==> config.mk <==
export PLATFORM = sky130hd
export DESIGN_NAME = reg_file_flat
export DESIGN_NICKNAME = d
export VERILOG_FILES = /design/src/rtl/reg_file_if.sv /design/src/rtl/reg_file.sv /design/src/flat_wrapper.sv
export SDC_FILE = /design/constraint.sdc
export NUM_CORES = 2
export LEC_CHECK = 0
export CAP_MARGIN = 25
export CORE_MARGIN = 1.5
export CORE_UTILIZATION = 65
export DETAILED_ROUTE_END_ITERATION = 16
export HOLD_SLACK_MARGIN = 0.1
export PLACE_DENSITY = 0.81
export SYNTH_ARGS = -nofsm -noshare
export SYNTH_HDL_FRONTEND = slang
export SYNTH_SLANG_ARGS = --single-unit
==> constraint.sdc <==
create_clock -name clk_in -period 7.01 [get_ports clk_in]
set_input_delay 0.701 -clock clk_in [delete_from_list [all_inputs] [get_ports clk_in]]
set_output_delay 0.701 -clock clk_in [all_outputs]
set_load 0.02 [all_outputs]
==> src/rtl/reg_file_if.sv <==
// Register file bus: ROB commit/rename ports, decoder source queries,
// ROB tag lookup and the resolved operands returned to the decoder.
interface reg_file_if #(
  parameter int ROB_SIZE_BIT = 5
);
  // ROB head commit
  logic                    commit_valid;
  logic [4:0]              commit_reg_id;
  logic [31:0]             commit_val;
  logic [ROB_SIZE_BIT-1:0] commit_rob_id;

  // ROB tail allocation (reg id 0 = no rename)
  logic [4:0]              rename_reg_id;
  logic [ROB_SIZE_BIT-1:0] rename_rob_id;

  // decoder source queries
  logic [4:0]              dec_rs1_id;
  logic [4:0]              dec_rs2_id;

  // tag lookup into the ROB and its answer
  logic [ROB_SIZE_BIT-1:0] rob_rs1_id;
  logic [ROB_SIZE_BIT-1:0] rob_rs2_id;
  logic                    rob_rs1_ready;
  logic                    rob_rs2_ready;
  logic [31:0]             rob_rs1_val;
  logic [31:0]             rob_rs2_val;

  // resolved operands
  logic                    rs1_busy;
  logic                    rs2_busy;
  logic [31:0]             rs1_val;
  logic [31:0]             rs2_val;
  logic [ROB_SIZE_BIT-1:0] rs1_tag;
  logic [ROB_SIZE_BIT-1:0] rs2_tag;

  // decoder/ROB side
  modport master (
    output commit_valid, commit_reg_id, commit_val, commit_rob_id,
    output rename_reg_id, rename_rob_id,
    output dec_rs1_id, dec_rs2_id,
    output rob_rs1_ready, rob_rs2_ready, rob_rs1_val, rob_rs2_val,
    input  rob_rs1_id, rob_rs2_id,
    input  rs1_busy, rs2_busy, rs1_val, rs2_val, rs1_tag, rs2_tag
  );

  // register file side
  modport slave (
    input  commit_valid, commit_reg_id, commit_val, commit_rob_id,
    input  rename_reg_id, rename_rob_id,
    input  dec_rs1_id, dec_rs2_id,
    input  rob_rs1_ready, rob_rs2_ready, rob_rs1_val, rob_rs2_val,
    output rob_rs1_id, rob_rs2_id,
    output rs1_busy, rs2_busy, rs1_val, rs2_val, rs1_tag, rs2_tag
  );
endinterface

==> src/rtl/reg_file.sv <==
// Architectural register file with rename (busy/tag) tracking for an
// out-of-order core. 32 entries, x0 hardwired to zero. Source queries
// resolve combinationally against registered state and the ROB answer.
// Optional macro REGFILE_COMMIT_BYPASS_EN forwards a same-cycle commit
// directly to a query that is waiting on that exact tag.
module reg_file #(
  parameter int ROB_SIZE_BIT = 5
) (
  input  logic        clk_in,
  input  logic        rst_in,
  input  logic        rdy_in,
  input  logic        clear_flag,
  reg_file_if.slave   bus
);

  typedef struct packed {
    logic                    busy;
    logic [31:0]             val;
    logic [ROB_SIZE_BIT-1:0] tag;
    logic [ROB_SIZE_BIT-1:0] rob_id;
  } query_t;

  logic [31:0][31:0]             value;
  logic [31:0]                   busy;
  logic [31:0][ROB_SIZE_BIT-1:0] tag;

  logic   bypass1;
  logic   bypass2;
  query_t q1;
  query_t q2;

  // Resolve one source operand from its register entry and the ROB answer.
  function automatic query_t resolve(
    input logic [4:0]              id,
    input logic [31:0]             e_val,
    input logic                    e_busy,
    input logic [ROB_SIZE_BIT-1:0] e_tag,
    input logic                    rob_ready,
    input logic [31:0]             rob_val,
    input logic                    bypass,
    input logic [31:0]             commit_val
  );
    query_t q;
    q = '0;
    if (id == 5'd0) begin
      q = '0;
    end else if (!e_busy) begin
      q.val = e_val;
    end else begin
      q.rob_id = e_tag;
      if (bypass) begin
        q.val = commit_val;
      end else if (rob_ready) begin
        q.val = rob_val;
      end else begin
        q.busy = 1'b1;
        q.tag  = e_tag;
      end
    end
    return q;
  endfunction

  // Detect a same-cycle commit that completes the tag a query is waiting on.
`ifdef REGFILE_COMMIT_BYPASS_EN
  always_comb begin
    bypass1 = bus.commit_valid && (bus.commit_reg_id == bus.dec_rs1_id) &&
              (bus.commit_rob_id == tag[bus.dec_rs1_id]);
    bypass2 = bus.commit_valid && (bus.commit_reg_id == bus.dec_rs2_id) &&
              (bus.commit_rob_id == tag[bus.dec_rs2_id]);
  end
`else
  always_comb begin
    bypass1 = 1'b0;
    bypass2 = 1'b0;
  end
`endif

  // Combinational operand resolution for both decoder source ports.
  always_comb begin
    q1 = resolve(bus.dec_rs1_id, value[bus.dec_rs1_id], busy[bus.dec_rs1_id],
                 tag[bus.dec_rs1_id], bus.rob_rs1_ready, bus.rob_rs1_val,
                 bypass1, bus.commit_val);
    q2 = resolve(bus.dec_rs2_id, value[bus.dec_rs2_id], busy[bus.dec_rs2_id],
                 tag[bus.dec_rs2_id], bus.rob_rs2_ready, bus.rob_rs2_val,
                 bypass2, bus.commit_val);
  end

  // Drive the query results onto the bus.
  always_comb begin
    bus.rob_rs1_id = q1.rob_id;
    bus.rs1_busy   = q1.busy;
    bus.rs1_val    = q1.val;
    bus.rs1_tag    = q1.tag;
    bus.rob_rs2_id = q2.rob_id;
    bus.rs2_busy   = q2.busy;
    bus.rs2_val    = q2.val;
    bus.rs2_tag    = q2.tag;
  end

  // Register state: commit writes value and retires a matching rename,
  // rename marks the entry busy, flush drops every pending rename.
  always_ff @(posedge clk_in or negedge rst_in) begin
    if (!rst_in) begin
      value <= '0;
      busy  <= '0;
      tag   <= '0;
    end else if (rdy_in) begin
      if (clear_flag) begin
        busy <= '0;
        tag  <= '0;
      end else begin
        if (bus.commit_valid && (bus.commit_reg_id != 5'd0)) begin
          value[bus.commit_reg_id] <= bus.commit_val;
          if (busy[bus.commit_reg_id] &&
              (tag[bus.commit_reg_id] == bus.commit_rob_id)) begin
            busy[bus.commit_reg_id] <= 1'b0;
          end
        end
        // Placed after the commit so a same-register rename overrides the busy clear.
        if (bus.rename_reg_id != 5'd0) begin
          busy[bus.rename_reg_id] <= 1'b1;
          tag[bus.rename_reg_id]  <= bus.rename_rob_id;
        end
      end
    end
  end

endmodule

==> src/flat_wrapper.sv <==
// flat-port wrapper written by rule: the top's interface ports become plain ports
module reg_file_flat 
#(
  parameter int ROB_SIZE_BIT = 5
)
  (clk_in, rst_in, rdy_in, clear_flag, bus_commit_valid, bus_commit_reg_id, bus_commit_val, bus_commit_rob_id, bus_rename_reg_id, bus_rename_rob_id, bus_dec_rs1_id, bus_dec_rs2_id, bus_rob_rs1_ready, bus_rob_rs2_ready, bus_rob_rs1_val, bus_rob_rs2_val, bus_rob_rs1_id, bus_rob_rs2_id, bus_rs1_busy, bus_rs2_busy, bus_rs1_val, bus_rs2_val, bus_rs1_tag, bus_rs2_tag);
  reg_file_if #(.ROB_SIZE_BIT(ROB_SIZE_BIT)) bus_i ();
  input  logic clk_in;
  input  logic rst_in;
  input  logic rdy_in;
  input  logic clear_flag;
  input wire logic [$bits(bus_i.commit_valid)-1:0] bus_commit_valid;
  input wire logic [$bits(bus_i.commit_reg_id)-1:0] bus_commit_reg_id;
  input wire logic [$bits(bus_i.commit_val)-1:0] bus_commit_val;
  input wire logic [$bits(bus_i.commit_rob_id)-1:0] bus_commit_rob_id;
  input wire logic [$bits(bus_i.rename_reg_id)-1:0] bus_rename_reg_id;
  input wire logic [$bits(bus_i.rename_rob_id)-1:0] bus_rename_rob_id;
  input wire logic [$bits(bus_i.dec_rs1_id)-1:0] bus_dec_rs1_id;
  input wire logic [$bits(bus_i.dec_rs2_id)-1:0] bus_dec_rs2_id;
  input wire logic [$bits(bus_i.rob_rs1_ready)-1:0] bus_rob_rs1_ready;
  input wire logic [$bits(bus_i.rob_rs2_ready)-1:0] bus_rob_rs2_ready;
  input wire logic [$bits(bus_i.rob_rs1_val)-1:0] bus_rob_rs1_val;
  input wire logic [$bits(bus_i.rob_rs2_val)-1:0] bus_rob_rs2_val;
  output wire logic [$bits(bus_i.rob_rs1_id)-1:0] bus_rob_rs1_id;
  output wire logic [$bits(bus_i.rob_rs2_id)-1:0] bus_rob_rs2_id;
  output wire logic [$bits(bus_i.rs1_busy)-1:0] bus_rs1_busy;
  output wire logic [$bits(bus_i.rs2_busy)-1:0] bus_rs2_busy;
  output wire logic [$bits(bus_i.rs1_val)-1:0] bus_rs1_val;
  output wire logic [$bits(bus_i.rs2_val)-1:0] bus_rs2_val;
  output wire logic [$bits(bus_i.rs1_tag)-1:0] bus_rs1_tag;
  output wire logic [$bits(bus_i.rs2_tag)-1:0] bus_rs2_tag;
  assign bus_i.commit_valid = bus_commit_valid;
  assign bus_i.commit_reg_id = bus_commit_reg_id;
  assign bus_i.commit_val = bus_commit_val;
  assign bus_i.commit_rob_id = bus_commit_rob_id;
  assign bus_i.rename_reg_id = bus_rename_reg_id;
  assign bus_i.rename_rob_id = bus_rename_rob_id;
  assign bus_i.dec_rs1_id = bus_dec_rs1_id;
  assign bus_i.dec_rs2_id = bus_dec_rs2_id;
  assign bus_i.rob_rs1_ready = bus_rob_rs1_ready;
  assign bus_i.rob_rs2_ready = bus_rob_rs2_ready;
  assign bus_i.rob_rs1_val = bus_rob_rs1_val;
  assign bus_i.rob_rs2_val = bus_rob_rs2_val;
  assign bus_rob_rs1_id = bus_i.rob_rs1_id;
  assign bus_rob_rs2_id = bus_i.rob_rs2_id;
  assign bus_rs1_busy = bus_i.rs1_busy;
  assign bus_rs2_busy = bus_i.rs2_busy;
  assign bus_rs1_val = bus_i.rs1_val;
  assign bus_rs2_val = bus_i.rs2_val;
  assign bus_rs1_tag = bus_i.rs1_tag;
  assign bus_rs2_tag = bus_i.rs2_tag;
  reg_file #(.ROB_SIZE_BIT(ROB_SIZE_BIT)) u_core (.clk_in(clk_in), .rst_in(rst_in), .rdy_in(rdy_in), .clear_flag(clear_flag), .bus(bus_i));
endmodule
==> out/results.ini <==
[outcome]
status = finished, final reports clean

[placed_design]
postPlaceCellArea_um2 = 70200
place_inst = 5671
place_hpwl_um = 111000
port_buffers = 218
gp_congestion = 0.965

[finish]
final_cell_mix = dfrtp_1 (1,216), mux2_2 (985), mux4_2 (768)
layout-drive-gt1-share = 0.461
layout_commonest_cell = dfrtp_1
syn2layout_area_growth_pct = 10.9
regArea_um2 = 30400
fin_cells = 5901
final_nets = 4567
fillerInstances = 6380
finalCoreUtilization = 0.729
multi_input_comb_area_um2 = 34900
final_area_um2 = 74500

[clocking]
root_buffer = clkbuf_16
cts_buffers = 121
cts.path.max_buffers = 3
htreeDepth = 3
clock_latency_ns = 0.74
clock_sinks = 1216
cts_tree = done
clk_pin_slew_ns = 0.06

[setup_path]
critical-path-slowest-cell = nor2_4
worstPathCellList = buf_8 -> mux4_2 -> mux4_2 -> mux2i_2 -> buf_4 -> or2_1 -> nor2_4 -> buf_4 -> nand2_1 -> o21ai_0 -> clkdlybuf4s50_1
path_delay_family = buffers and inverters
end_kind = primary output
path_class = input pin to primary output
worstSetupStartpointType = input pin
path_max_fanout = 97
rrSetupSlack_ns = 3.92
crit_arrival_ns = 4.80
crit_required_ns = 6.31
cp_num_buf_inv = 4
slowest_delay_ns = 0.71

[global_routing]
busiest_layer = met2
use_met1 = 0.523
grt_pass1_vias = 45500
antenna_found_initial = 6
grt_max_degree = 159
grt_overflow = 0
use_met2 = 0.551
grt_first_pass_wirelength_um = 290000
use_met3 = 0.0874
grt_use_total = 0.368

[sta]
maxSlewHeadroom = 0.265
setup_viol = 0
max_slew.worst_pin.slew_ns = 1.10
skew_ns = 0.0122
rsz0062_at_grt = false
fin_crit_ns = 5.50
fmax_ghz = 0.182
slew_viol_final = 0
finalSetupTns_ns = 0
hold_violations = 0
finalCritPeriodShare = 0.785

[route]
wl_per_cell_um = 32.3
vias = 44100
wirelength_um = 191000
ant_nets = 0
firstDrtPassIters = 6
route.detailed.drc = 0
drtIter0Drc = 5387
vias_per_cell = 7.48

[synth]
synth_top_area_frac = 0.453
synthAdderAreaFrac = 0
synthTopCellsByArea = dfrtp_1 (45%), mux4_2 (26%), mux2_2 (16%), mux2i_1 (2.2%), clkbuf_1 (1.5%)
async_flop_share = 1.00
synth-edff-count = 0
syn_nets = 4634
synthesis.area_um2 = 67200
yosys_register_bits = 1216
synth_top_family_by_area = multiplexers
synth_xor_area_frac = 0
syn_inst = 4501
avgSynthCellArea_um2 = 14.9
yosys_warnings = 0
synth_compound_area_frac = 0.0282
muxShareOfSynthArea = 0.447
ys_seq_area_frac = 0.453
yosysTopAreaCell = dfrtp_1
yosysUniqueCellTypes = 51
synthSimpleGateAreaFrac = 0.0397
synthFlopType = dfrtp_1

[floorplanning]
io_pins = 219
start_util = 0.658
die_w_um = 325
core_um2 = 102000
die_h_um = 325
dieArea_um2 = 105000
num_rows = 117

[run]
cap_violations = 0

[power_and_ir_drop]
p_leak_nw = 32.3
power_density_nw_per_um2 = 234
ir_drop_mv = 0.210
p_total_mw = 17.5

[worst_hold_path]
hold_path_class = register to register

-- synthesized netlist by cell type (all sizes together), types with 7 or more instances --
master / count
a21oi: 31
nor2: 90
buf: 221
nand3: 138
nand3b: 12
and2: 11
mux4: 768
clkbuf: 274
nand2: 146
nand4: 7
mux2i: 150
dfrtp: 1216
nor4: 40
mux2: 1000
nand2b: 37
a22o: 28
o22ai: 42
o21ai: 219
-- power breakdown --
part	switching, mW	internal (mW)	leakage, nW	total, mW
combinational	1.28	1.37	13.6	2.65
sequential	0.412	7.53	16.6	7.94
clock	2.84	4.03	2.05	6.88
total	4.53	12.9	32.3	17.5
-- repair_timing --
item | CTS | global route
buffers inserted | 0 | 0
gates resized for setup | 0 | 0
hold buffers | 1 | 0
endpoints found under the hold margin | 2 | 0
-- final timing paths --
path | from | to | depth (start not counted)
max in group asynchronous | rst_in | u_core.value[699] | 3
worst max-delay path | bus_dec_rs2_id[1] | bus_rs2_val[1] | 11
worst min-delay path | u_core.value[14] | u_core.value[14] | 0
worst min register to register | u_core.value[14] | u_core.value[14] | 0
worst max register to register | u_core.tag[157] | u_core.busy[2] | 7
min in group asynchronous | rst_in | u_core.value[8] | 2
-- final cells by class --
| type | count | share of cell area |
|---|---|---|
| Antenna cell | 2 | 0.0000671 |
| Clock buffer | 172 | 0.0463 |
| Clock inverter | 48 | 0.00979 |
| Inverter | 6 | 0.000302 |
| Multi-Input combinational cell | 2784 | 0.468 |
| Sequential cell | 1216 | 0.408 |
| Tap cell | 1368 | 0.0230 |
| Timing Repair Buffer | 305 | 0.0445 |
-- stage by stage --
step,setup WS (ns),hold slack [ns]
final,1.51,0.396
after global routing,1.49,0.406
after CTS,1.60,0.397
after detailed placement,1.62,0.382
after global placement,1.68,0.376
after floorplan,3.31,0.405
-- cells by family after synthesis --
family,count (synthesis)
compound gates,336
buf+inv,501
flops,1216
mux,1918
simple gates,530
-- flip-flops by register name (all words and copies together), names as in the netlist --
name / flops
u_core.tag: 160
u_core.busy: 32
u_core.value: 1024
-- metal layers --
layer | vias to the layer above | part of all wire
met5 | - | 0.00042
met4 | 12 | 0.047
met3 | 528 | 0.11
met2 | 2658 | 0.46
met1 | 23500 | 0.38
li1 | 17400 | -
(Power assumes the default switching activity.)
